File: config.mk
export PLATFORM = sky130hd
export DESIGN_NAME = counter_param
export DESIGN_NICKNAME = d
export VERILOG_FILES = /design/src/rtl/counter_param.sv
export SDC_FILE = /design/constraint.sdc
export NUM_CORES = 1
export LEC_CHECK = 0
export BUFFER_PORTS_ARGS = -buffer_cell sky130_fd_sc_hd__buf_2
export CORE_AREA = 5 5 42 44
export DETAILED_ROUTE_END_ITERATION = 12
export DIE_AREA = 0 0 47 49
export PLACE_DENSITY = 0.7
export SLEW_MARGIN = 0
export SYNTH_ARGS = -nofsm -noshare
export SYNTH_HDL_FRONTEND = slang
export SYNTH_SLANG_ARGS = --single-unit
File: constraint.sdc
create_clock -name clk -period 1.9 [get_ports clk]
set_input_delay 0.095 -clock clk [delete_from_list [all_inputs] [get_ports clk]]
set_output_delay 0.095 -clock clk [all_outputs]
set_load 0.02 [all_outputs]
File: src/rtl/counter_param.sv
// Parameterised up/down counter with load, wrap-or-saturate boundary handling,
// a terminal-count pulse and a sticky boundary-event flag.
module counter_param #(
    parameter int          WIDTH   = 4,
    parameter int unsigned MAX_VAL = 15,
    parameter int unsigned RST_VAL = 0
) (
    input  logic             clk,
    input  logic             rst,
    input  logic             en,
    input  logic             up_dn,
    input  logic             sat_mode,
    input  logic             load,
    input  logic [WIDTH-1:0] load_val,
    input  logic             clr_ovf,
    output logic [WIDTH-1:0] out,
    output logic             tc,
    output logic             ovf,
    output logic             at_max,
    output logic             at_zero
);

    localparam logic [WIDTH-1:0] MAX_C = WIDTH'(MAX_VAL);
    localparam logic [WIDTH-1:0] RST_C = WIDTH'(RST_VAL);
    localparam logic [WIDTH-1:0] ONE_C = WIDTH'(1);

    // Loads above the count range are pinned to the top of the range.
    function automatic logic [WIDTH-1:0] clamp_load(input logic [WIDTH-1:0] v);
        return (v > MAX_C) ? MAX_C : v;
    endfunction

    function automatic logic [WIDTH-1:0] boundary_next(
        input logic [WIDTH-1:0] cur,
        input logic             up,
        input logic             sat
    );
        if (sat)
            return cur;
        return up ? '0 : MAX_C;
    endfunction

    logic             boundary;
    logic [WIDTH-1:0] out_next;
    logic             tc_next;
    logic             ovf_next;

    assign boundary = en && !load &&
                      ((up_dn && (out == MAX_C)) || (!up_dn && (out == '0)));

    always_comb begin
        out_next = out;
        tc_next  = 1'b0;
        ovf_next = ovf;

        if (load) begin
            out_next = clamp_load(load_val);
        end else if (boundary) begin
            out_next = boundary_next(out, up_dn, sat_mode);
            tc_next  = 1'b1;
        end else if (en) begin
            // Non-boundary steps stay inside 0..MAX_C, so no width overflow here.
            out_next = up_dn ? (out + ONE_C) : (out - ONE_C);
        end

        // A boundary event wins over a simultaneous clear.
        if (boundary)
            ovf_next = 1'b1;
        else if (clr_ovf)
            ovf_next = 1'b0;
    end

    always_ff @(posedge clk or posedge rst) begin
        if (rst) begin
            out <= RST_C;
            tc  <= 1'b0;
            ovf <= 1'b0;
        end else begin
            out <= out_next;
            tc  <= tc_next;
            ovf <= ovf_next;
        end
    end

    assign at_max  = (out == MAX_C);
    assign at_zero = (out == '0);

endmodule

# After elaboration in Yosys (flattened, before gate mapping)

Cells that the tools add are included.
W data, S select, Z words.

$add $sub $neg: 2
Order comparisons: 1
Equal/unequal tests: 2
Mux-type cells: 14
Reductions and logical operators: 11

Operator list:

| cell                  | count |
|---|---|
| $mux W4               | 7 |
| $mux W1               | 7 |
| $add A4 B1 Y4 const B | 1 |
| $eq A4 B4 Y1 const B  | 1 |
| $gt A4 B4 Y1 const B  | 1 |
| $logic_and A1 B1 Y1   | 4 |
| $logic_not A4 Y1      | 1 |
| $ne A4 B4 Y1 const B  | 1 |
| $sub A4 B1 Y4 const B | 1 |
| $reduce_bool A3 Y1    | 1 |
| $logic_not A1 Y1      | 2 |
| $reduce_and A2 Y1     | 1 |
| $reduce_bool A2 Y1    | 1 |
| $logic_or A1 B1 Y1    | 1 |

Flip-flop bits (word level): 6
Output and inout port bits: 8
Word-level logic and storage cells: 33

# Longest topological paths before layout

Depth in word-level cells: 9
Depth in mapped cells: 7
Mapped depth without buffers: 7

# Least setup slack after synthesis

OpenSTA, ideal clock, no wires.

Path kind: register -> register
Start point: register out[1]
End point: register out[3]
Arrival time: 1.669 ns
Required time: 1.766 ns
Setup slack: 0.097 ns
Stages on the path, launching flop included: 7
Buffers on the path: 0
Clock period less this slack: 1.803 ns
Path through: dfrtp_1 -> ha_1 -> a211o_1 -> a21o_2 -> a31o_2 -> o21ai_0 -> o31ai_1

Longest elaborated chain between the ends: 6

Ends and longest elaborated chain:

| item                                                                  | RTL line | text |
|---|---|---|
| start: declaration                                                    | 16       | `output logic [WIDTH-1:0] out,` |
| start signal: assignment                                              | 78       | `out <= out_next;` |
| parallel branches: the longest is 6 deep, another holds $sub A4 B1 Y4 | n/a      |  |

Parallel ways; which one is timed is not known. The select of a mux whose other input is x is not followed.
A chain may end at the register's enable or synchronous reset.

# Worst setup path after layout

Same ends and word-level chain as after synthesis.

==> run summary <==
- Main synth FF type: sky130_fd_sc_hd__dfrtp_1
- minimum setup slack after placement: 0.163 ns
- Worst Skew: 0.00237 ns
- post-synth top area cell: sky130_fd_sc_hd__dfrtp_1
- fraction of final layout cells with drive strength greater than 1: 36.6%
- Slew Viols, Final: 0
- number of nets produced by synthesis: 65
- total iterations of the first detailed-routing run: 4
- RSZ-0062 raised after global routing: no
- Post-Route Utilization: 42.4%
- number of distinct standard cells referenced by the synthesized netlist: 27
- setup tns final: 0 ns
- proportion of synthesized chip area in sequential cells: 32.2%
- area delta synth->final: 27.3%
- maximum level of the CTS H-tree: 1
- wire length per cell after detailed routing: 12.8 µm
- Max Cap Violations: 0
- largest net degree at the start of global routing: 12
- result of the run: finished, final reports clean
- full die area: 0.00230 mm²
- count of boundary I/O pins: 19
- worst vdd ir: 0.351 mV
- clock tree buffer depth: 2
- chip width: 47 µm
- area of the core: 0.00140 mm²
- measured slew at the worst slew-check pin: 0.369 ns
- share of flip-flops with an asynchronous set or reset: 100%
- number of warnings printed during yosys synthesis: 0
- Worst Path Class, Setup: reg -> reg
- antenna fix cells: 0
- post-route setup slack: 0.145 ns
- detailed-route wire length: 1120 µm
- number of clock sinks: 6
- Placed Cells incl. Taps: 83
- standard cell area after detailed placement: 562 µm²
- Pwr per Cell Area: 857 mW/mm²
- port buffer count: 18
- P_leak: 0.000286 µW
- initial core utilization: 33.3%
- global-route wire length before repair: 2000 µm
- via count of the routed design: 464
- NumNets Final: 87
- most common cell in the netlist: sky130_fd_sc_hd__dfrtp_1
- number of global-route vias before repair: 493
- Tcrit/Tclk final: 92.4%
- total count of hold-check failures in the final report: 0
- GRT Util Overall: 11.8%
- Iteration-0 DRC Markers: 8
- number of storage elements in the synthesis netlist: 6
- design area: 594 µm²
- antenna violations before repair: 0
- clock latency of the later-clocked register in the worst-skew pair: 0.24 ns
- final setup violation count: 0
- Rel. slew slack: 75.2%
- synthesized cell area: 467 µm²
- path type of the worst min-delay path: in -> reg
- nature of the critical path endpoint: register
- post-detailed-route via-to-cell ratio: 5.33
- maximum clock rate: 0.570 GHz
- drt drc: 0
- area share of the leading cell type in the synthesized netlist: 32.2%
- most area-consuming cells after synthesis: sky130_fd_sc_hd__dfrtp_1 32%, sky130_fd_sc_hd__a21oi_1 5.4%, sky130_fd_sc_hd__ha_1 5.4%, sky130_fd_sc_hd__nor4_4 4.6%, sky130_fd_sc_hd__fa_1 4.3%
- cell at the root of the clock tree: sky130_fd_sc_hd__clkbuf_4
- Detailed Place HPWL: 897 µm
- time the final worst path needs with I/O delays and setup: 1.75 ns
- number of enable flip-flop cells after synthesis: 0
- critical path data arrival time: 1.88 ns
- clk slew on worst S/H paths: 0.04 ns
- # rows: 14
- cell count after synthesis: 51
- type of origin of the critical path: register
- filler-free cell count of the finished design: 87
- total grt overflow: 0
- clock buffer count from CTS: 3
- required time of the critical path: 2.02 ns
- vertical extent of the die: 49 µm
- final weighted congestion of routability-driven global placement: 0.703
- Avg Cell Area, Syn: 9.15 µm²
- leading post-synthesis cells by instance count: 6 x sky130_fd_sc_hd__dfrtp_1, 5 x sky130_fd_sc_hd__a21oi_1, 4 x sky130_fd_sc_hd__inv_1, 4 x sky130_fd_sc_hd__nand2_1, 4 x sky130_fd_sc_hd__nor2_1
- Routed Antenna Nets: 0
- maximum fanout along the worst path: 6
- TritonCTS clock tree: built
## critical path: stages (launching register included)
cell,delay [ns]
sky130_fd_sc_hd__dfrtp_1,0.45
sky130_fd_sc_hd__ha_1,0.30
sky130_fd_sc_hd__a211o_1,0.31
sky130_fd_sc_hd__a21o_2,0.20
sky130_fd_sc_hd__a31o_2,0.22
sky130_fd_sc_hd__o21ai_0,0.07
sky130_fd_sc_hd__o31ai_1,0.08
## layout by cell type, fill, tap and decap left out, types with 2 or more instances in the layout
cell type,instances
sky130_fd_sc_hd__a211o_1,2
sky130_fd_sc_hd__a21oi_1,5
sky130_fd_sc_hd__buf_2,18
sky130_fd_sc_hd__clkbuf_4,3
sky130_fd_sc_hd__dfrtp_1,6
sky130_fd_sc_hd__ha_1,2
sky130_fd_sc_hd__inv_1,4
sky130_fd_sc_hd__nand2_1,4
sky130_fd_sc_hd__nand2b_1,2
sky130_fd_sc_hd__nand3_1,2
sky130_fd_sc_hd__nor2_1,4
sky130_fd_sc_hd__o22ai_1,3
## kinds of logic after synthesis
logic type | count (synthesis) | share of synthesized area, %
adders and majority gates | 3 | 9.65
AOI/OAI and AO/OA | 17 | 24.7
DFF | 6 | 32.2
buffers and inverters | 6 | 6.43
muxes | 2 | 5.09
xor gates and xnor gates | 1 | 1.88
and+or+nand+nor | 16 | 20.1
## routing by layer
layer  up-vias  wire (µm)  GRT usage (%)
met2        15        638           19.9
li1        227          -              -
met5         -          0              0
met4         0          0           5.07
met1       222        415           12.1
met3         0         62           4.80
## registers in the layout, indices dropped and copies added (netlist names)
signal / cells
out: 4
ovf: 1
tc: 1
## where the power goes
| group | internal [µW] | switching [µW] |
|---|---|---|
| Sequential | 146 | 35.8 |
| Combinational | 96.7 | 116 |
| Clock | 71.3 | 43.7 |
## cell type report
| type | instances | area, µm² |
|---|---|---|
| flip-flops and latches | 6 | 150 |
| inverters | 4 | 15.0 |
| clock buffers | 3 | 22.5 |
| multi-input cells | 39 | 287 |
| fillers | 156 | 807 |
| well taps | 16 | 20.0 |
| repair buffers | 19 | 100 |
## what timing repair did
action	CTS	global route
hold buffers	1	0
hold endpoints to repair	6	0
buffers inserted	0	0
gates resized for setup	0	0
## worst paths after layout
path | startpoint | endpoint | slack [ns] | cells past startpoint
setup / recovery | out[1] | out[3] | 0.15 | 6
hold / removal | clr_ovf | ovf | 0.04 | 2
setup reg to reg | out[1] | out[3] | 0.15 | 6
hold reg to reg | ovf | ovf | 0.54 | 2
max in group asynchronous | rst | out[0] | 1.38 | 3
min in group asynchronous | rst | tc | 0.32 | 3
## stage by stage
step	power [µW]	hold WS, ns
floorplan	338	-0.114
global placement	389	0.0208
detailed placement	395	0.0279
CTS	515	0.0350
global route	553	0.0366
finish	509	0.0393
Note: power is estimated with default switching activity, not from simulation.
